File: src/rtl/bcd_timer_pkg.sv
// Shared types, 7-segment patterns and BCD helpers for the up/down timer.
package bcd_timer_pkg;

  typedef enum logic [2:0] {
    ST_IDLE,
    ST_RUN_UP,
    ST_RUN_DOWN,
    ST_PAUSED,
    ST_DONE
  } state_e;

  // Active-low {g,f,e,d,c,b,a} patterns for digits 0-9
  localparam logic [6:0] SEG_DIGIT [10] = '{
    7'b1000000, 7'b1111001, 7'b0100100, 7'b0110000, 7'b0011001,
    7'b0010010, 7'b0000010, 7'b1111000, 7'b0000000, 7'b0010000
  };
  localparam logic [6:0] SEG_BLANK = 7'b1111111;

  typedef struct packed {
    logic       co;
    logic [3:0] d;
  } nib_step_t;

  // One BCD digit of a ripple increment/decrement; ci=0 passes the digit through.
  function automatic nib_step_t bcd_nibble_step(input logic [3:0] d,
                                                input logic       down,
                                                input logic       ci);
    nib_step_t r;
    r.co = 1'b0;
    r.d  = d;
    if (ci) begin
      if (!down) begin
        if (d >= 4'd9) begin
          r.d  = 4'd0;
          r.co = 1'b1;
        end else begin
          r.d = d + 4'd1;
        end
      end else begin
        if (d == 4'd0) begin
          r.d  = 4'd9;
          r.co = 1'b1;
        end else begin
          r.d = d - 4'd1;
        end
      end
    end
    return r;
  endfunction

  function automatic logic [3:0] bcd_clamp(input logic [3:0] d);
    return (d > 4'd9) ? 4'd9 : d;
  endfunction

endpackage

File: src/rtl/bcd_updown_timer_seg7_decoder.sv
// Combinational BCD to active-low 7-segment decoder; non-BCD codes blank the digit.
module seg7_decoder
  import bcd_timer_pkg::*;
(
  input  logic [3:0] bcd_i,
  output logic [6:0] seg_o
);

  always_comb begin
    seg_o = SEG_BLANK;
    case (bcd_i)
      4'd0:    seg_o = SEG_DIGIT[0];
      4'd1:    seg_o = SEG_DIGIT[1];
      4'd2:    seg_o = SEG_DIGIT[2];
      4'd3:    seg_o = SEG_DIGIT[3];
      4'd4:    seg_o = SEG_DIGIT[4];
      4'd5:    seg_o = SEG_DIGIT[5];
      4'd6:    seg_o = SEG_DIGIT[6];
      4'd7:    seg_o = SEG_DIGIT[7];
      4'd8:    seg_o = SEG_DIGIT[8];
      4'd9:    seg_o = SEG_DIGIT[9];
      default: seg_o = SEG_BLANK;
    endcase
  end

endmodule

File: src/rtl/bcd_updown_timer.sv
// Multi-digit BCD up/down timer with limit, pause, stop/wrap end mode and
// a multiplexed common-anode 7-segment display driver.
module bcd_updown_timer
  import bcd_timer_pkg::*;
#(
  parameter int unsigned DIGITS  = 4,
  parameter int unsigned CLK_HZ  = 100_000_000,
  parameter int unsigned TICK_HZ = 1,
  parameter int unsigned SCAN_HZ = 1000,
  parameter int unsigned WRAP    = 0
) (
  input  logic                  clk_100MHz,
  input  logic                  reset_n,
  input  logic                  start_up,
  input  logic                  start_down,
  input  logic                  pause,
  input  logic                  clear,
  input  logic [4*DIGITS-1:0]   limit_bcd,
  output logic [4*DIGITS-1:0]   count_bcd,
  output logic [6:0]            seg,
  output logic                  dp,
  output logic [DIGITS-1:0]     an,
  output logic                  running,
  output logic                  finish
);

  localparam int unsigned CW       = 4 * DIGITS;
  localparam int unsigned TICK_DIV = CLK_HZ / TICK_HZ;
  localparam int unsigned SCAN_DIV = CLK_HZ / SCAN_HZ;
  localparam int unsigned PW       = (TICK_DIV > 1) ? $clog2(TICK_DIV) : 1;
  localparam int unsigned SW       = (SCAN_DIV > 1) ? $clog2(SCAN_DIV) : 1;
  localparam int unsigned IW       = (DIGITS > 1) ? $clog2(DIGITS) : 1;

  localparam logic [PW-1:0] TICK_LAST = PW'(TICK_DIV - 1);
  localparam logic [SW-1:0] SCAN_LAST = SW'(SCAN_DIV - 1);
  localparam logic [IW-1:0] IDX_LAST  = IW'(DIGITS - 1);

  state_e          state_q, state_d;
  logic            dir_q, dir_d;
  logic [CW-1:0]   count_q, count_d;
  logic [CW-1:0]   limit_q, limit_d;
  logic [PW-1:0]   presc_q, presc_d;
  logic            finish_q, finish_d;
  logic [SW-1:0]   scan_cnt_q, scan_cnt_d;
  logic [IW-1:0]   scan_idx_q, scan_idx_d;
  logic [6:0]      seg_q, seg_d;

  logic [CW-1:0]   limit_clamped;
  logic [CW-1:0]   count_stepped;
  logic [3:0]      sel_nib;
  logic            run_down;
  logic            tick;
  logic            at_bound;
  logic            wrap_hit;

  assign running  = (state_q == ST_RUN_UP) || (state_q == ST_RUN_DOWN);
  assign run_down = (state_q == ST_RUN_DOWN);
  assign tick     = running && (presc_q == TICK_LAST);
  assign at_bound = run_down ? (count_q == '0) : (count_q == limit_q);

  // Digit-serial BCD step: carry/borrow ripples from digit 0 upward, so the
  // count never passes through a binary intermediate.
  always_comb begin
    nib_step_t st;
    logic      carry;
    st            = '0;
    carry         = 1'b1;
    limit_clamped = '0;
    count_stepped = '0;
    for (int unsigned i = 0; i < DIGITS; i++) begin
      limit_clamped[4*i +: 4] = bcd_clamp(limit_bcd[4*i +: 4]);
      st                      = bcd_nibble_step(count_q[4*i +: 4], run_down, carry);
      count_stepped[4*i +: 4] = st.d;
      carry                   = st.co;
    end
  end

  always_comb begin
    state_d  = state_q;
    dir_d    = dir_q;
    count_d  = count_q;
    limit_d  = limit_q;
    presc_d  = presc_q;
    wrap_hit = 1'b0;

    if (clear) begin
      state_d = ST_IDLE;
      count_d = '0;
      presc_d = '0;
    end else if (start_up) begin
      state_d = ST_RUN_UP;
      dir_d   = 1'b0;
      limit_d = limit_clamped;
      count_d = '0;
      presc_d = '0;
    end else if (start_down) begin
      state_d = ST_RUN_DOWN;
      dir_d   = 1'b1;
      limit_d = limit_clamped;
      count_d = limit_clamped;
      presc_d = '0;
    end else begin
      case (state_q)
        ST_RUN_UP, ST_RUN_DOWN: begin
          // A pause landing on the terminal prescaler value defers that tick
          // to the first cycle after resume rather than dropping it.
          if (pause) begin
            state_d = ST_PAUSED;
          end else if (tick) begin
            presc_d = '0;
            if (at_bound) begin
              if (WRAP != 0) begin
                count_d  = run_down ? limit_q : '0;
                wrap_hit = 1'b1;
              end else begin
                state_d = ST_DONE;
              end
            end else begin
              count_d = count_stepped;
            end
          end else begin
            presc_d = presc_q + PW'(1);
          end
        end
        ST_PAUSED: begin
          if (pause) begin
            state_d = dir_q ? ST_RUN_DOWN : ST_RUN_UP;
          end
        end
        default: ;
      endcase
    end

    finish_d = (state_d == ST_DONE) || wrap_hit;
  end

  always_comb begin
    scan_cnt_d = scan_cnt_q + SW'(1);
    scan_idx_d = scan_idx_q;
    if (scan_cnt_q == SCAN_LAST) begin
      scan_cnt_d = '0;
      scan_idx_d = (scan_idx_q == IDX_LAST) ? '0 : scan_idx_q + IW'(1);
    end
  end

  // Decode from next-cycle index/count so the registered segments line up
  // with the anode decode of the registered index.
  always_comb begin
    sel_nib = '0;
    for (int unsigned i = 0; i < DIGITS; i++) begin
      if (scan_idx_d == IW'(i)) begin
        sel_nib = count_d[4*i +: 4];
      end
    end
  end

  seg7_decoder u_seg7_decoder (
    .bcd_i (sel_nib),
    .seg_o (seg_d)
  );

  always_ff @(posedge clk_100MHz or negedge reset_n) begin
    if (!reset_n) begin
      state_q    <= ST_IDLE;
      dir_q      <= 1'b0;
      count_q    <= '0;
      limit_q    <= '0;
      presc_q    <= '0;
      finish_q   <= 1'b0;
      scan_cnt_q <= '0;
      scan_idx_q <= '0;
      seg_q      <= SEG_DIGIT[0];
    end else begin
      state_q    <= state_d;
      dir_q      <= dir_d;
      count_q    <= count_d;
      limit_q    <= limit_d;
      presc_q    <= presc_d;
      finish_q   <= finish_d;
      scan_cnt_q <= scan_cnt_d;
      scan_idx_q <= scan_idx_d;
      seg_q      <= seg_d;
    end
  end

  always_comb begin
    an = '1;
    for (int unsigned i = 0; i < DIGITS; i++) begin
      if (scan_idx_q == IW'(i)) begin
        an[i] = 1'b0;
      end
    end
  end

  assign dp        = !((state_q == ST_PAUSED) && (scan_idx_q == '0));
  assign count_bcd = count_q;
  assign seg       = seg_q;
  assign finish    = finish_q;

endmodule

File: config.mk
export PLATFORM = sky130hd
export DESIGN_NAME = bcd_updown_timer
export DESIGN_NICKNAME = d
export VERILOG_FILES = /design/src/rtl/bcd_timer_pkg.sv /design/src/rtl/bcd_updown_timer_seg7_decoder.sv /design/src/rtl/bcd_updown_timer.sv
export SDC_FILE = /design/constraint.sdc
export NUM_CORES = 1
export LEC_CHECK = 0
export CAP_MARGIN = 20
export CORE_MARGIN = 3
export CORE_UTILIZATION = 45
export DETAILED_ROUTE_END_ITERATION = 10
export PLACE_DENSITY = 0.62
export SLEW_MARGIN = 30
export SYNTH_ARGS = -nofsm -noshare
export SYNTH_HDL_FRONTEND = slang
export SYNTH_SLANG_ARGS = --single-unit
File: constraint.sdc
create_clock -name clk_100MHz -period 4.7 [get_ports clk_100MHz]
set_input_delay 0.47 -clock clk_100MHz [delete_from_list [all_inputs] [get_ports clk_100MHz]]
set_output_delay 0.47 -clock clk_100MHz [all_outputs]
set_load 0.05 [all_outputs]
==> results.ini, run 1 <==
[detailed_routing]
vias = 4866
vias_per_cell = 5.725
first_pass_iters = 5
wl_um = 14860
wire_per_inst_um = 17.48
post-route-drc-count = 0
antenna_left = 0
drtIter0Drc = 420

[worst_setup_path]
worstSetupEndpointType = register
critPathArrivalTime_ps = 4420
slowest_stage = a211oi_1
cp_top_family = compound AO/OA/AOI/OAI gates
crit_required_ps = 4890
cp_max_fo = 7
max_stage_delay_ps = 620
critPathLaunchType = register
crit_chain = inv_1 > ha_1 > nor3b_1 > nand2_1 > a21boi_1 > a211oi_1 > nand2_1 > mux2_2 > a211oi_1 > o211a_1 > inv_1 > ha_1 > inv_1 > mux2i_1 > a21oi_1
critPathKind = register to register
crit_top_cell = inv_1
crit_buf_inv = 3

[grt]
grt_pass1_vias = 4761
grt_pass1_wl_um = 24740
grt-ovfl-total = 0
grt_max_degree = 50
grt_use_total_pct = 21.82
antenna_found_initial = 0

[synthesis]
synth_fa_ha_area_share_pct = 5.181
synth_top_family_by_area = simple AND/OR/NAND/NOR gates
synth_xor_area_share_pct = 8.838
synth_top_cell_by_area = dfrtp_1
syn_nets = 673
synth_area_leaders = dfrtp_1 (39%), ha_1 (5.0%), nor2_1 (5.0%)
synth_mux_area_share_pct = 4.092
synthArstFlopShare_pct = 100.0
ys_seq_area_share_pct = 39.20
synth_enable_flop_cells = 0
syn_area_mm2 = 0.005748
synth_warnings = 0
yosys.area.top_type_share_pct = 38.75
ys.flop_type = dfrtp_1
synth_seq_cells = 90
yosysMostFrequentCell = dfrtp_1
avgSynthCellArea_um2 = 9.153
synthTopCellsByCount = dfrtp_1 (89), nor2_1 (76), nand2_1 (49)
synth-compound-area-share_pct = 14.93
yosys.area_share.simple_pct = 23.49
yosysUniqueCellTypes = 76
synth_cells = 628

[timing]
grt_setup_unrepaired = false
slew_headroom_pct = 36.52
hold_viol = 0
tightest_slew_ps = 949.2
fin_crit_sh_pct = 90.01
finClkSkew_ps = 9.985
finalSetupViolCount = 0
drv_slew = 0
fmax_mhz = 236.4
setup_tns_ps = 0
period_minus_slack_ps = 4231

[finish]
multi_input_area_mm2 = 0.003249
register_area_mm2 = 0.002253
fillers = 1115
n_antenna_cell = 0
design_area_mm2 = 0.006711
nNetsFinal = 722
drive_above_1_share_pct = 9.091
syn_to_final_growth_pct = 16.76

[placed_design]
port_buffers = 51
hpwl_um = 10960
place_congestion = 0.9361
dpl-instance-area_mm2 = 0.006416

[cts]
htreeDepth = 3
post_cts_buffers = 0
clk-insertion-delay-late_ps = 350
path_clk_slew_ps = 60
postCtsResizedCells = 0
cts_root_buf = clkbuf_16
clk_path_buf_depth = 2
cts.sinks = 90
cts_buffers = 9
cts_tree = yes
cts_hold_buf = 0

[power]
power_density_mw_per_mm2 = 273.2
worst_ir_drop_vdd_mv = 0.1695
p_sw_share_pct = 27.95
p_clk_share_pct = 39.7
seqPwrFrac_pct = 45.2
switching_power_uw = 512.5
leakage_uw = 0.002795
comb_power_share_pct = 15.1
p_int_uw = 1321

[outcome]
run_status = complete, no violations

[die]
fp.dieH_um = 119.0
initial_core_util_pct = 46.88
die_area_mm2 = 0.01417
core-area_mm2 = 0.01226
boundaryPins = 52
fp-row-count = 40
die-width_um = 119.0

[worst_hold_path]
hold_class = input pin to asynchronous set/reset pin

[flow_run]
cap_violations = 0

==> stage by stage <==
step                util (%)  cells  total power, µW  setup WS [ps]  hold WS [ps]
global placement       52.33    834             1116          610.3         469.6
CTS                    54.73    850             1852          495.4         136.3
global route           54.73    850             1915          25.63         155.4
detailed placement     52.33    834             1119          494.2         484.9
floorplan                  -    628             1014          875.9         174.4
finish                 54.73    850             1833          469.4         110.8
==> registers in the layout, indices dropped and copies added, names as in the netlist <==
name / flops
scan_idx_q: 2
scan_cnt_q: 17
dir_q: 1
limit_q: 16
seg: 7
finish: 1
count_bcd: 16
presc_q: 27
state_q: 3
==> power by group through the flow <==
stage	Clock, µW	Combinational (µW)	Sequential [µW]
final	728	276	829
after global routing	780	301	833
after CTS	746	276	829
after detailed placement	0	275	844
after global placement	0	273	843
after floorplan	0	148	865
==> final timing paths <==
kind	startpoint	slack (ps)	cells past startpoint	end
max	count_bcd[1]	470	15	seg[3]
min	reset_n	110	1	scan_cnt_q[9]
max reg2reg	count_bcd[1]	470	15	seg[3]
min reg2reg	scan_cnt_q[0]	500	1	scan_cnt_q[0]
max in group asynchronous	reset_n	3520	2	seg[0]
min in group clk_100MHz	scan_cnt_q[0]	500	1	scan_cnt_q[0]
==> worst reg2reg max path, cell delays in order (launching register included) <==
cell and delay, ps:
dfrtp_1 460, inv_1 130, ha_1 260, nor3b_1 420
nand2_1 150, a21boi_1 220, a211oi_1 620, nand2_1 180
mux2_2 330, a211oi_1 320, o211a_1 310, inv_1 130
ha_1 290, inv_1 40, mux2i_1 140, a21oi_1 90
==> logic make-up (layout without fill, tap and decap cells) <==
logic type	count (synthesis)	count (layout)
and+or+nand+nor	257	257
AOI/OAI and AO/OA	126	126
DFF	90	90
xor gates and xnor gates	58	58
buffers and inverters	53	107
adders and majority gates	24	24
muxes	20	20
==> routing by layer <==
layer | track usage, % | wire [µm]
met1 | 31.69 | 7021
met2 | 31.97 | 6515
met3 | 3.799 | 848
met4 | 9.269 | 475
met5 | 0 | 0
==> final cells by class <==
type                            count  share of cell area [%]
Inverter                           28                   1.566
Timing Repair Buffer               63                   8.911
Tap cell                          168                   3.132
Multi-Input combinational cell    485                   48.42
Sequential cell                    90                   33.58
Clock inverter                      6                  0.9881
Clock buffer                       10                   3.412
==> cell usage in the layout, fill, tap and decap left out, types with 8 or more instances in the layout <==
cell	n
inv_1	27
ha_1	23
buf_4	13
dfrtp_1	89
nand3_1	34
a21oi_1	27
clkdlybuf4s50_1	50
xor2_1	26
nor3_1	13
mux2_2	10
o21ai_0	29
xnor2_1	32
nand2_1	49
nand4_1	13
nor2_1	76
nand2b_1	11
clkbuf_16	9
and3_1	8
No activity file was read; power rests on OpenSTA's default activity.
==> run 2, diff against run 1 <==
- SYNTH_HIERARCHICAL: default -> 1
==> run 2 against run 1 <==
Compared with the run above: total power rose by 0.78%; non-clock buffer count up 2; flip-flop and latch count unchanged; largest power group unchanged; clock-buffer cell count did not move; routed wire length is 0.96% higher; critical endpoint is now seg[1].
==> results.ini, run 2 <==
[power]
p_int_uw = 1329  ; +0.65%
p_sw_share_pct = 28.05  ; +0.099 points
switching_power_uw = 518.3  ; +1.1%
power_density_mw_per_mm2 = 278.5  ; +1.9%
worst_ir_drop_vdd_mv = 0.1821  ; +7.4%
leakage_uw = 0.002734  ; -2.2%
p_clk_share_pct = 41.4  ; +1.7 points
comb_power_share_pct = 13.7  ; -1.4 points
p_total_uw = 1848  ; +0.78%
seqPwrFrac_pct = 44.9  ; -0.3 points

[worst_setup_path]
critPathKind = register to register
cp_max_fo = 13  ; +6
slowest_stage = a2111o_1
critPathArrivalTime_ps = 4300  ; -120 ps
cp_top_family = compound AO/OA/AOI/OAI gates
max_stage_delay_ps = 500  ; -120 ps
crit_buf_inv = 3  ; unchanged
critPathLaunchType = register
crit_chain = inv_1 > ha_1 > nand2b_1 > nor2_1 > and4_1 > a2111o_1 > buf_4 > o31ai_1 > o22ai_1 > a31oi_1 > inv_1 > ha_1 > o21ai_0 > o21ai_0
crit_required_ps = 4930  ; +40 ps
worstSetupEndpointType = register

[grt]
grt-ovfl-total = 0  ; unchanged
antenna_found_initial = 0  ; unchanged
grt_use_total_pct = 22.19  ; +0.37 points
grt_pass1_vias = 4618  ; -3.0%
grt_pass1_wl_um = 24590  ; -0.59%
grt_max_degree = 49  ; -2.0%

[cts]
clk_path_buf_depth = 2  ; unchanged
path_clk_slew_ps = 70  ; about the same
cts.sinks = 90  ; unchanged
clk-insertion-delay-late_ps = 350  ; about the same
cts_root_buf = clkbuf_16
post_cts_buffers = 0  ; unchanged
postCtsResizedCells = 0  ; unchanged
cts_buffers = 9  ; unchanged
cts_hold_buf = 0  ; unchanged
cts_tree = yes
htreeDepth = 3  ; unchanged

[timing]
tightest_slew_ps = 846.1  ; -103.1 ps
fin_crit_sh_pct = 86.71  ; -3.3 points
period_minus_slack_ps = 4075  ; -155.3 ps
fmax_mhz = 245.4  ; +3.8%
finClkSkew_ps = 9.316  ; -0.6692 ps
slew_headroom_pct = 43.46  ; +6.9 points
setup_tns_ps = 0  ; unchanged
hold_viol = 0  ; unchanged
finalSetupViolCount = 0  ; unchanged
drv_slew = 0  ; unchanged
grt_setup_unrepaired = false

[synthesis]
synth_xor_area_share_pct = 8.232  ; -0.61 points
ys_seq_area_share_pct = 39.96  ; +0.76 points
synthArstFlopShare_pct = 100.0  ; unchanged
synth_mux_area_share_pct = 2.063  ; -2.0 points
synth_fa_ha_area_share_pct = 5.325  ; +0.14 points
synth_cells = 638  ; +1.6%
yosysUniqueCellTypes = 67  ; -12%
synth_area_leaders = dfrtp_1 (39%), ha_1 (5.3%), nor2_1 (4.9%)
yosys.area.top_type_share_pct = 39.49  ; +0.75 points
synth_top_cell_by_area = dfrtp_1
syn_nets = 684  ; +1.6%
syn_area_mm2 = 0.005639  ; -1.9%
avgSynthCellArea_um2 = 8.839  ; -3.4%
synth_enable_flop_cells = 0  ; unchanged
synth_warnings = 6  ; +6
synth-compound-area-share_pct = 14.78  ; -0.16 points
yosys.area_share.simple_pct = 25.29  ; +1.8 points
ys.flop_type = dfrtp_1
synthTopCellsByCount = dfrtp_1 (89), nor2_1 (73), nand2_1 (70)
synth_seq_cells = 90  ; unchanged
synth_top_family_by_area = simple AND/OR/NAND/NOR gates
yosysMostFrequentCell = dfrtp_1

[finish]
nNetsFinal = 730  ; +1.1%
multi_input_area_mm2 = 0.003144  ; -3.2%
n_antenna_cell = 0  ; unchanged
reg.largest.list = presc_q: 27 flops, scan_cnt_q: 17 flops
register_area_mm2 = 0.002253  ; unchanged
syn_to_final_growth_pct = 17.66
drive_above_1_share_pct = 7.547  ; -1.5 points
fillers = 1109  ; -0.54%
final_cell_mix = dfrtp_1 (89), nor2_1 (73), nand2_1 (70)
largest-register = presc_q
largest_register_ffs = 27  ; unchanged
final_common_cell = dfrtp_1

[flow_run]
cap_violations = 0  ; unchanged

[placed_design]
hpwl_um = 11010  ; +0.47%
port_buffers = 51  ; unchanged
place_congestion = 0.8931  ; -4.6%

[detailed_routing]
vias = 4803  ; -1.3%
post-route-drc-count = 0  ; unchanged
wire_per_inst_um = 17.51  ; +0.14%
vias_per_cell = 5.604  ; -2.1%
first_pass_iters = 4  ; -1
wl_um = 15000  ; +0.96%
antenna_left = 0  ; unchanged
drtIter0Drc = 346  ; -18%

[die]
initial_core_util_pct = 46.56  ; -0.32 points
die-width_um = 117.9  ; -0.90%
die_area_mm2 = 0.01391  ; -1.8%
fp-row-count = 40  ; unchanged
core-area_mm2 = 0.01211  ; -1.2%
fp.dieH_um = 117.9  ; -0.90%
boundaryPins = 52  ; unchanged

[outcome]
run_status = complete, no violations

[worst_hold_path]
hold_class = input pin to asynchronous set/reset pin

-- run 2: path summary, 6_finish.rpt --
| path | startpoint | endpoint | slack, ps | cells after the start |
|---|---|---|---|---|
| max | count_bcd[0] | seg[1] | 620 | 14 |
| max in group asynchronous | reset_n | limit_q[13] | 3550 | 2 |
| max reg2reg | count_bcd[0] | seg[1] | 620 | 14 |
| min in group clk_100MHz | scan_cnt_q[4] | scan_cnt_q[4] | 490 | 1 |
| min reg2reg | scan_cnt_q[4] | scan_cnt_q[4] | 490 | 1 |
| min | reset_n | scan_cnt_q[11] | 100 | 1 |
-- run 2: cell families after synthesis --
family                     count (synthesis)
and+or+nand+nor                          274
buffers and inverters                     57
adders and majority gates                 24
AOI/OAI and AO/OA                        129
xor gates and xnor gates                  53
muxes                                     11
DFF                                       90
-- run 2: layout make-up --
| cell class | count | share of cell area, % |
|---|---|---|
| clock buffer | 10 | 3.602 |
| clock inverter | 6 | 1.113 |
| inverter | 27 | 1.527 |
| multi-input combinational | 491 | 47.39 |
| sequential | 90 | 33.96 |
| tap | 168 | 3.168 |
| timing repair buffer | 65 | 9.240 |
-- run 2: per-layer routing --
layer / wire [µm] / vias up / track usage [%]
met5: 0 / - / 0
met4: 335 / 0 / 7.033
met3: 935 / 29 / 6.103
met2: 6577 / 143 / 32.30
met1: 7157 / 2286 / 32.02
li1: - / 2345 / -
-- run 2: metrics by stage --
step | instances | area [µm²] | utilization [%] | worst slack [ps] | hold slack [ps]
global placement | 841 | 6322 | 52.20 | 679.1 | 464.1
floorplan | 638 | 5639 | - | 874.0 | 174.4
finish | 857 | 6635 | 54.78 | 624.7 | 103.9
detailed placement | 841 | 6322 | 52.20 | 641.0 | 475.2
CTS | 857 | 6635 | 54.78 | 695.3 | 122.8
global route | 857 | 6635 | 54.78 | 285.4 | 147.7
-- run 2: power by group through the flow --
stage	Clock (µW)	Combinational (µW)	Sequential, µW
2_1_floorplan	0	127	862
3_5_place_dp	0	252	844
5_1_grt	809	278	833
3_3_place_gp	0	250	843
6_report	765	254	829
4_1_cts	780	254	829
==> run 3, diff against run 2 <==
- SETUP_SLACK_MARGIN: default -> 0.2
==> results of run 3 <==
Same layout as run 2: the final DEF is identical, and so are final timing and power.
